**src/rtl/c432_lock_pkg.sv**
```systemverilog
// Shared definitions for the c432 key loader and the benches that drive it.
package c432_lock_pkg;

    // Width of the unlock key; bit i drives keyinput<i> of the locked netlist.
    localparam int KEY_W = 32;

    // Loader sequencing states.
    typedef enum logic [2:0] {
        IDLE   = 3'd0,
        SHIFT  = 3'd1,
        PARITY = 3'd2,
        COMMIT = 3'd3,
        ERROR  = 3'd4
    } key_ld_state_e;

    // Key that unlocks the c432 netlist (used by the oracle bench).
    localparam logic [KEY_W-1:0] C432_CORRECT_KEY = 32'hA5C3_0F1E;

endpackage

```
**src/rtl/c432_key_loader_if.sv**
```systemverilog
// Serial key load handshake and active-key outputs of the c432 key loader.
interface c432_key_loader_if #(
    parameter int KEY_W = c432_lock_pkg::KEY_W
);
    logic             load_start;
    logic             ser_valid;
    logic             ser_data;
    logic             ser_ready;
    logic [KEY_W-1:0] key_out;
    logic             key_valid;
    logic             busy;
    logic             load_done;
    logic             load_err;

    // Key source side: starts loads and presents serial bits.
    modport master (
        output load_start, ser_valid, ser_data,
        input  ser_ready, key_out, key_valid, busy, load_done, load_err
    );

    // Loader side.
    modport slave (
        input  load_start, ser_valid, ser_data,
        output ser_ready, key_out, key_valid, busy, load_done, load_err
    );
endinterface

```
**src/rtl/key_shift_par.sv**
```systemverilog
// Shadow shift register for the incoming key with running parity and bit count.
// Bits arrive LSB first and enter at the top, so after KEY_W shifts the first
// bit sits in bit 0.
module key_shift_par #(
    parameter int KEY_W = c432_lock_pkg::KEY_W
) (
    input  logic             clk,
    input  logic             rst_n,
    input  logic             shift_en,
    input  logic             clr,
    input  logic             ser_data,
    output logic [KEY_W-1:0] shadow,
    output logic             par,
    output logic             cnt_full
);
    localparam int CW = $clog2(KEY_W + 1);

    logic [CW-1:0] cnt;

    // Shift in accepted bits, fold them into the parity and count them.
    always_ff @(posedge clk or negedge rst_n) begin
        if (!rst_n) begin
            shadow <= '0;
            par    <= 1'b0;
            cnt    <= '0;
        end else if (clr) begin
            shadow <= '0;
            par    <= 1'b0;
            cnt    <= '0;
        end else if (shift_en) begin
            shadow <= {ser_data, shadow[KEY_W-1:1]};
            par    <= par ^ ser_data;
            cnt    <= cnt + 1'b1;
        end
    end

    // High while the next accepted bit is the last key bit.
    assign cnt_full = (cnt == CW'(KEY_W - 1));

endmodule

```
**src/rtl/c432_key_loader.sv**
```systemverilog
// Serial key loader for the locked c432 netlist: collects KEY_W bits plus an
// even-parity bit and only then updates the registered active key.
//
// state  | meaning
// IDLE   | waiting for load_start
// SHIFT  | accepting key bits
// PARITY | accepting the parity bit
// COMMIT | parity good, active key updates at the end of this cycle
// ERROR  | parity bad or timeout, load discarded
module c432_key_loader #(
    parameter int               KEY_W       = c432_lock_pkg::KEY_W,
    parameter logic [KEY_W-1:0] DEFAULT_KEY = '0,
    parameter int               TIMEOUT     = 16
) (
    input logic              clk,
    input logic              rst_n,
    c432_key_loader_if.slave bus
);
    import c432_lock_pkg::*;

    localparam int TW = $clog2(TIMEOUT + 1);

    key_ld_state_e    state, state_nxt;
    logic [TW-1:0]    tcnt;
    logic [KEY_W-1:0] shadow;
    logic [KEY_W-1:0] key_q;
    logic             key_valid_q;
    logic             par;
    logic             cnt_full;
    logic             shift_en;
    logic             clr;
    logic             tcnt_clr;
    logic             tcnt_inc;
    logic             commit;
    logic             ser_ready_c;
    logic             busy_c;
    logic             done_c;
    logic             err_c;
    logic             timed_out;

    key_shift_par #(.KEY_W(KEY_W)) u_shift (
        .clk      (clk),
        .rst_n    (rst_n),
        .shift_en (shift_en),
        .clr      (clr),
        .ser_data (bus.ser_data),
        .shadow   (shadow),
        .par      (par),
        .cnt_full (cnt_full)
    );

    // The idle cycle that brings the count up to TIMEOUT aborts the load.
    assign timed_out = (tcnt == TW'(TIMEOUT - 1));

    // State register.
    always_ff @(posedge clk or negedge rst_n) begin
        if (!rst_n) state <= IDLE;
        else        state <= state_nxt;
    end

    // Next-state and control decode; load_start outranks bit acceptance.
    always_comb begin
        state_nxt   = state;
        ser_ready_c = 1'b0;
        busy_c      = 1'b0;
        done_c      = 1'b0;
        err_c       = 1'b0;
        shift_en    = 1'b0;
        clr         = 1'b0;
        tcnt_clr    = 1'b0;
        tcnt_inc    = 1'b0;
        commit      = 1'b0;
        case (state)
            IDLE: begin
                if (bus.load_start) begin
                    state_nxt = SHIFT;
                    clr       = 1'b1;
                    tcnt_clr  = 1'b1;
                end
            end
            SHIFT: begin
                ser_ready_c = 1'b1;
                busy_c      = 1'b1;
                if (bus.load_start) begin
                    state_nxt = SHIFT;
                    clr       = 1'b1;
                    tcnt_clr  = 1'b1;
                end else if (bus.ser_valid) begin
                    shift_en = 1'b1;
                    tcnt_clr = 1'b1;
                    if (cnt_full) state_nxt = PARITY;
                end else if (timed_out) begin
                    state_nxt = ERROR;
                    tcnt_clr  = 1'b1;
                end else begin
                    tcnt_inc = 1'b1;
                end
            end
            PARITY: begin
                ser_ready_c = 1'b1;
                busy_c      = 1'b1;
                if (bus.load_start) begin
                    state_nxt = SHIFT;
                    clr       = 1'b1;
                    tcnt_clr  = 1'b1;
                end else if (bus.ser_valid) begin
                    tcnt_clr  = 1'b1;
                    state_nxt = (bus.ser_data == par) ? COMMIT : ERROR;
                end else if (timed_out) begin
                    state_nxt = ERROR;
                    tcnt_clr  = 1'b1;
                end else begin
                    tcnt_inc = 1'b1;
                end
            end
            COMMIT: begin
                done_c    = 1'b1;
                commit    = 1'b1;
                clr       = 1'b1;
                state_nxt = IDLE;
            end
            ERROR: begin
                err_c     = 1'b1;
                clr       = 1'b1;
                state_nxt = IDLE;
            end
            default: begin
                clr       = 1'b1;
                tcnt_clr  = 1'b1;
                state_nxt = IDLE;
            end
        endcase
    end

    // Idle-cycle timeout counter, cleared on every accepted bit and on exit.
    always_ff @(posedge clk or negedge rst_n) begin
        if (!rst_n)        tcnt <= '0;
        else if (tcnt_clr) tcnt <= '0;
        else if (tcnt_inc) tcnt <= tcnt + 1'b1;
    end

    // Active key register; the shadow is read here before it clears on the same edge.
    always_ff @(posedge clk or negedge rst_n) begin
        if (!rst_n) begin
            key_q       <= DEFAULT_KEY;
            key_valid_q <= 1'b0;
        end else if (commit) begin
            key_q       <= shadow;
            key_valid_q <= 1'b1;
        end
    end

    assign bus.ser_ready = ser_ready_c;
    assign bus.busy      = busy_c;
    assign bus.load_done = done_c;
    assign bus.load_err  = err_c;
    assign bus.key_out   = key_q;
    assign bus.key_valid = key_valid_q;

endmodule

```
**src/flat_wrapper.sv**
```systemverilog
// flat-port wrapper written by rule: the top's interface ports become plain ports
module c432_key_loader_flat import c432_lock_pkg::*;
#(
    parameter int               KEY_W       = c432_lock_pkg::KEY_W,
    parameter logic [KEY_W-1:0] DEFAULT_KEY = '0,
    parameter int               TIMEOUT     = 16
)
  (clk, rst_n, bus_load_start, bus_ser_valid, bus_ser_data, bus_ser_ready, bus_key_out, bus_key_valid, bus_busy, bus_load_done, bus_load_err);
  c432_key_loader_if #(.KEY_W(KEY_W)) bus_i ();
  input logic clk;
  input logic rst_n;
  input wire logic [$bits(bus_i.load_start)-1:0] bus_load_start;
  input wire logic [$bits(bus_i.ser_valid)-1:0] bus_ser_valid;
  input wire logic [$bits(bus_i.ser_data)-1:0] bus_ser_data;
  output wire logic [$bits(bus_i.ser_ready)-1:0] bus_ser_ready;
  output wire logic [$bits(bus_i.key_out)-1:0] bus_key_out;
  output wire logic [$bits(bus_i.key_valid)-1:0] bus_key_valid;
  output wire logic [$bits(bus_i.busy)-1:0] bus_busy;
  output wire logic [$bits(bus_i.load_done)-1:0] bus_load_done;
  output wire logic [$bits(bus_i.load_err)-1:0] bus_load_err;
  assign bus_i.load_start = bus_load_start;
  assign bus_i.ser_valid = bus_ser_valid;
  assign bus_i.ser_data = bus_ser_data;
  assign bus_ser_ready = bus_i.ser_ready;
  assign bus_key_out = bus_i.key_out;
  assign bus_key_valid = bus_i.key_valid;
  assign bus_busy = bus_i.busy;
  assign bus_load_done = bus_i.load_done;
  assign bus_load_err = bus_i.load_err;
  c432_key_loader #(.KEY_W(KEY_W), .DEFAULT_KEY(DEFAULT_KEY), .TIMEOUT(TIMEOUT)) u_core (.clk(clk), .rst_n(rst_n), .bus(bus_i));
endmodule
```
**config.mk**
```make
export PLATFORM = sky130hd
export DESIGN_NAME = c432_key_loader_flat
export DESIGN_NICKNAME = d
export VERILOG_FILES = /design/src/rtl/c432_lock_pkg.sv /design/src/rtl/c432_key_loader_if.sv /design/src/rtl/key_shift_par.sv /design/src/rtl/c432_key_loader.sv /design/src/flat_wrapper.sv
export SDC_FILE = /design/constraint.sdc
export NUM_CORES = 1
export LEC_CHECK = 0
export BUFFER_PORTS_ARGS = -buffer_cell sky130_fd_sc_hd__buf_2
export CAP_MARGIN = 20
export CORE_MARGIN = 5
export CORE_UTILIZATION = 51
export DETAILED_ROUTE_END_ITERATION = 8
export PLACE_DENSITY = 0.78
export SLEW_MARGIN = 10
export SYNTH_ARGS = -nofsm -noshare
export SYNTH_HDL_FRONTEND = slang
export SYNTH_SLANG_ARGS = --single-unit
```
**constraint.sdc**
```tcl
create_clock -name clk -period 1.8 [get_ports clk]
set_input_delay 0.36 -clock clk [delete_from_list [all_inputs] [get_ports clk]]
set_output_delay 0.36 -clock clk [all_outputs]
set_load 0.03 [all_outputs]
```
* Word-level counts from Yosys, hierarchy flattened *
Index checks and enable logic that the tools add are counted.

storage, ports and cells
  input bits = 5
  word-level logic and storage cells = 59
  flip-flop bits (word level) = 80
  output and inout bits = 37

cells by class
  mux-type cells = 33
  bitwise gates (word level) = 1
  add/subtract/negate cells = 2
  equal/unequal tests = 9
  reductions and logical operators = 7

operator list
  kind                                                                      number
  32-bit 2-to-1 mux                                                         2
  3-bit 2-to-1 mux                                                          8
  1-bit 2-to-1 mux                                                          17
  6-bit 2-to-1 mux                                                          2
  5-bit 2-to-1 mux                                                          2
  3-bit case mux with 3 select lines                                        1
  6-bit by 1-bit adder with 6-bit output (second input constant)            1
  3-bit by 2-bit == test with 1-bit output (second input constant)          2
  6-bit by 5-bit == test with 1-bit output (second input constant)          1
  5-bit by 1-bit adder with 5-bit output (second input constant)            1
  5-bit by 4-bit == test with 1-bit output (second input constant)          1
  4-bit by 3-bit inequality test with 1-bit output (second input constant)  1
  2-bit nonzero test                                                        2
  2-bit OR reduction                                                        2
  3-bit by 1-bit == test with 1-bit output (second input constant)          1
  3-bit == test (second input constant)                                     1
  3-bit logical NOT                                                         1
  1-bit case mux with 3 select lines                                        1
  3-bit OR reduction                                                        1
  2-bit inequality test (second input constant)                             1
  2-bit AND reduction                                                       1
  1-bit == test                                                             1
  1-bit XOR                                                                 1

* Depth between registers and ports, before layout *
  depth in word-level cells = 7
  gate-level depth with buffers = 7
  depth with buffers taken out = 7

* Modules after synthesis *
A second synthesis with hierarchy kept.

unflattened totals
  cells, all modules = 270
  area total of the unflattened synthesis = 3439.5 um2

by module, submodules not included
  module           area each (um2)  cells an instance  times used  seq. area each (um2)
  c432_key_loader  1826.8           136                1           1026.0
  key_shift_par    1612.8           134                1           975.9

* Worst setup path before layout *
Ideal clock, no wire load.

  kind = flip-flop to flip-flop
  start = register u_core.tcnt[0]
  end = register u_core.tcnt[3]
  setup time = 0.092 ns
  stages on the path, launching flop included = 6
  arrival time = 1.740 ns
  path slack = -0.032 ns
  required time = 1.708 ns
  period minus slack after synthesis = 1.832 ns
  buffers on the path = 0
  cells stage by stage = dfrtp_1 ha_1 and3_1 ha_1 or4b_4 o31ai_2

on the way
  longest elaborated chain between the ends = 6
  elaborated cells between the ends (all ways) = 13
  those cells by class = add/sub: 1; eq/ne: 1; mux: 10; reduce/logical: 1

RTL lines
  element                                                                 line                                           source
  start, declared                                                         c432_key_loader.sv:24                          logic [TW-1:0] tcnt;
  start signal, assigned                                                  c432_key_loader.sv:139                         else if (tcnt_inc) tcnt <= tcnt + 1'b1;
  5-bit by 4-bit == test with 1-bit output                                c432_key_loader.sv:53                          assign timed_out = (tcnt == TW'(TIMEOUT - 1));
  1-bit 2-to-1 mux                                                        c432_key_loader.sv:92, c432_key_loader.sv:109
  1-bit 2-to-1 mux (on tied branches)                                     c432_key_loader.sv:106, c432_key_loader.sv:88
  1-bit 2-to-1 mux                                                        c432_key_loader.sv:102                         if (bus.load_start) begin
  1-bit case mux with 3 select lines or 1-bit 2-to-1 mux (tied branches)  n/a
  5-bit 2-to-1 mux or 2-bit nonzero test (tied branches)                  n/a

Parallel ways exist; a longest one is shown, timed or not. The select of a mux whose other input is x is not followed.
A chain may end at the register's enable or synchronous reset.

* Final worst setup path *
  start = register u_core.tcnt[1]
  end = register u_core.state[1]

on the way
  longest elaborated chain between the ends = 5
  elaborated cells between the ends (all ways) = 7
  those cells by class = eq/ne: 1; mux: 6

RTL lines
  element                                            line                   source
  5-bit by 4-bit == test with 1-bit output *         c432_key_loader.sv:53
  3-bit 2-to-1 mux *                                 n/a
  3-bit 2-to-1 mux (on tied branches) (2 in series)  n/a
  3-bit case mux with 3 select lines *               n/a
  end signal, assigned                               c432_key_loader.sv:58  else state <= state_nxt;
  end, declared                                      c432_key_loader.sv:23  key_ld_state_e state, state_nxt;

Every way passes the cells marked *; elsewhere a longest branch is shown, timed or not.

==> flow_metrics.env <==
export IMPL_r2r_slack_ns=-0.008
export IMPL_synthToLayoutAreaGrowth_pct=20.65
export IMPL_yosys_area_share_simple_pct=24.98
export IMPL_violations="negative setup slack"
export IMPL_netlist_area_um2=3351
export IMPL_dpl_worst_slack_ns=-0.02788
export IMPL_die_w_um=91.06
export IMPL_synth_nets=373
export IMPL_hpwl_mm=4.476
export IMPL_fin_crit_sh_pct=100.4
export IMPL_grt_max_degree=41
export IMPL_portBuffers=41
export IMPL_holdPathStages=3
export IMPL_yosysUniqueCellTypes=39
export IMPL_die_y_um=91.06
export IMPL_numCtsBuffers=9
export IMPL_antenna_found_initial=0
export IMPL_setup_violations=1
export IMPL_ant_nets=0
export IMPL_powerDensity_nw_per_um2=821.1
export IMPL_drc=0
export IMPL_gp_congestion=0.8193
export IMPL_cts_clk_slew_worst_paths_ns=0.07
export IMPL_min_delay_path_class="primary input to register"
export IMPL_cp_max_fo=3
export IMPL_r2r_cells=6
export IMPL_synth_top_family_by_area="simple AND/OR/NAND/NOR gates"
export IMPL_fmax_mhz=553.2
export IMPL_grt_overflow=0
export IMPL_grt_pass1_vias=2592
export IMPL_postLayoutSetupSlackWorst_ns=-0.007688
export IMPL_worstHoldStart="bus_ser_data"
export IMPL_status="finished, violations left"
export IMPL_clock_skew_ns=0.006813
export IMPL_grt_pass1_wl_mm=11.85
export IMPL_h_tree_depth=3
export IMPL_multi_input_area_um2=1316
export IMPL_cp_startpoint="u_core.tcnt[1]"
export IMPL_clock_sinks=80
export IMPL_layout_common_cells="nand2_1 (168), dfrtp_1 (78), buf_2 (37), a21oi_1 (34), buf_4 (21)"
export IMPL_grtUsageTotal_pct=17.27
export IMPL_drv_cap=0
export IMPL_synth_compound_area_share_pct=8.850
export IMPL_slew_headroom_pct=48.07
export IMPL_layout_drive_gt1_share_pct=22.46
export IMPL_timing_rr_start="u_core.tcnt[1]"
export IMPL_cp_end_kind="register"
export IMPL_synthAdderAreaFrac_pct=1.120
export IMPL_wl_mm=6.912
export IMPL_syn_avg_cell_area_um2=9.180
export IMPL_vias=2605
export IMPL_yosysWarnings=0
export IMPL_ys_ff_latch=80
export IMPL_p_leak_nw=2.062
export IMPL_start_util_pct=52.47
export IMPL_nFillCells=530
export IMPL_clock_root_buffer="clkbuf_8"
export IMPL_rsz0062_at_grt="yes"
export IMPL_post_route_util_pct=63.30
export IMPL_start_kind="register"
export IMPL_dr_pass1_iters=4
export IMPL_wl_per_cell_um=13.82
export IMPL_core_area_um2=6386
export IMPL_cp_data_required_time_ns=2.08
export IMPL_routed_via_density=5.210
export IMPL_final_common_cell="nand2_1"
export IMPL_muxShareOfSynthArea_pct=0
export IMPL_finalSetupTns_ns=-0.007688
export IMPL_finalCriticalPeriod_ns=1.808
export IMPL_tightest_slew_ns=0.7723
export IMPL_synth_cells=365
export IMPL_worstPathArrival_ns=2.08
export IMPL_pin_count=42
export IMPL_regArea_um2=2004
export IMPL_nets=427
export IMPL_drt_initial_drc_count=163
export IMPL_async_reset_ff_share_pct=100.0
export IMPL_crit_type="register to register"
export IMPL_ir_worst_vdd_mv=0.5099
export IMPL_placementRows=29
export IMPL_diodes=0
export IMPL_slew_viol_final=0
export IMPL_synth_xor_area_share_pct=1.830
export IMPL_cts_tree="built"
export IMPL_hold_violations=0
export IMPL_ys_flop_type="dfrtp_1"
export IMPL_clk_path_buf_depth=2
export IMPL_dieArea_um2=8291
export IMPL_synth_edf_count=0
export IMPL_clk_latency_ns=0.34
export IMPL_ys_seq_area_share_pct=59.75
export IMPL_holdWs_ns=0.3265
==> layer usage <==
metal	routed length (um)	global-route usage, %	vias to the layer above
met1	3008	22.02	1248
li1	-	-	1290
met5	0	0	-
met3	301	4.298	9
met4	108	6.601	0
met2	3493	28.43	58
==> power breakdown <==
group          internal (mW)  switching [mW]
Combinational         0.0818           0.142
Clock                  0.670           0.597
Sequential              1.81          0.0179
==> worst max-delay path, stage by stage, from the launching register on <==
cell and delay, ns:
dfrtp_1 0.40, ha_2 0.21, and3_4 0.19, ha_4 0.16, or4b_4 0.58, o21ai_2 0.08, a32o_1 0.13
==> what timing repair did <==
item / in CTS / in global routing
endpoints found under the hold margin: 33 / 0
pin swaps: 2 / 5
resized for setup: 12 / 9
buffers inserted: 4 / 2
setup endpoints to repair: 6 / 9
hold buffers: 1 / 0
==> final cells by class <==
class | count | area share [%]
inverters | 3 | 0.2786
repair buffers | 64 | 10.55
clock buffers | 12 | 3.590
clock inverters | 3 | 1.052
multi-input cells | 261 | 32.56
flip-flops and latches | 80 | 49.58
well taps | 77 | 2.383
==> state kept, by name, summed over array words and instances (netlist names) <==
signal,count
u_core.u_shift.par,1
u_core.state,3
u_core.u_shift.shadow,32
u_core.bus.key_valid,1
u_core.bus.key_out,32
u_core.tcnt,5
u_core.u_shift.cnt,6
==> per-stage QoR <==
| stage | cell area (um2) | std cells | total power [mW] |
|---|---|---|---|
| floorplan | 3356 | 365 | 1.965 |
| global placement | 3700 | 478 | 2.051 |
| detailed placement | 3700 | 478 | 2.058 |
| CTS | 3970 | 498 | 3.346 |
| global route | 4043 | 500 | 3.462 |
| finish | 4043 | 500 | 3.320 |
==> worst paths after layout <==
path                                             end
setup reg to reg                     u_core.state[1]
min in group asynchronous     u_core.bus.key_out[17]
setup / recovery                     u_core.state[1]
hold / removal             u_core.u_shift.shadow[31]
max in group asynchronous      u_core.bus.key_out[9]
hold reg to reg                 u_core.bus.key_valid
==> cell usage after synthesis, drive strengths merged, types with 2 or more instances <==
master | instances | area, um2
nand2 | 168 | 630.6
dfrtp | 80 | 2002
a21oi | 34 | 170.2
buf | 14 | 78.83
nor2 | 8 | 30.03
clkbuf | 7 | 26.28
o21ai | 6 | 30.03
nand3 | 4 | 20.02
xnor2 | 4 | 35.03
ha | 3 | 37.54
inv | 3 | 11.26
nor2b | 3 | 18.77
nor3 | 3 | 15.01
nor3b | 3 | 22.52
xor2 | 3 | 26.28
nor4b | 2 | 17.52
o31ai | 2 | 20.02
or3 | 2 | 12.51
==> logic make-up after synthesis <==
group,count (synthesis)
XOR/XNOR,7
AND/OR/NAND/NOR,200
adder cells (fa/ha/maj),3
AO/OA/AOI/OAI,51
buffers and inverters,24
flip-flops,80
No activity file was read; power rests on OpenSTA's default activity.
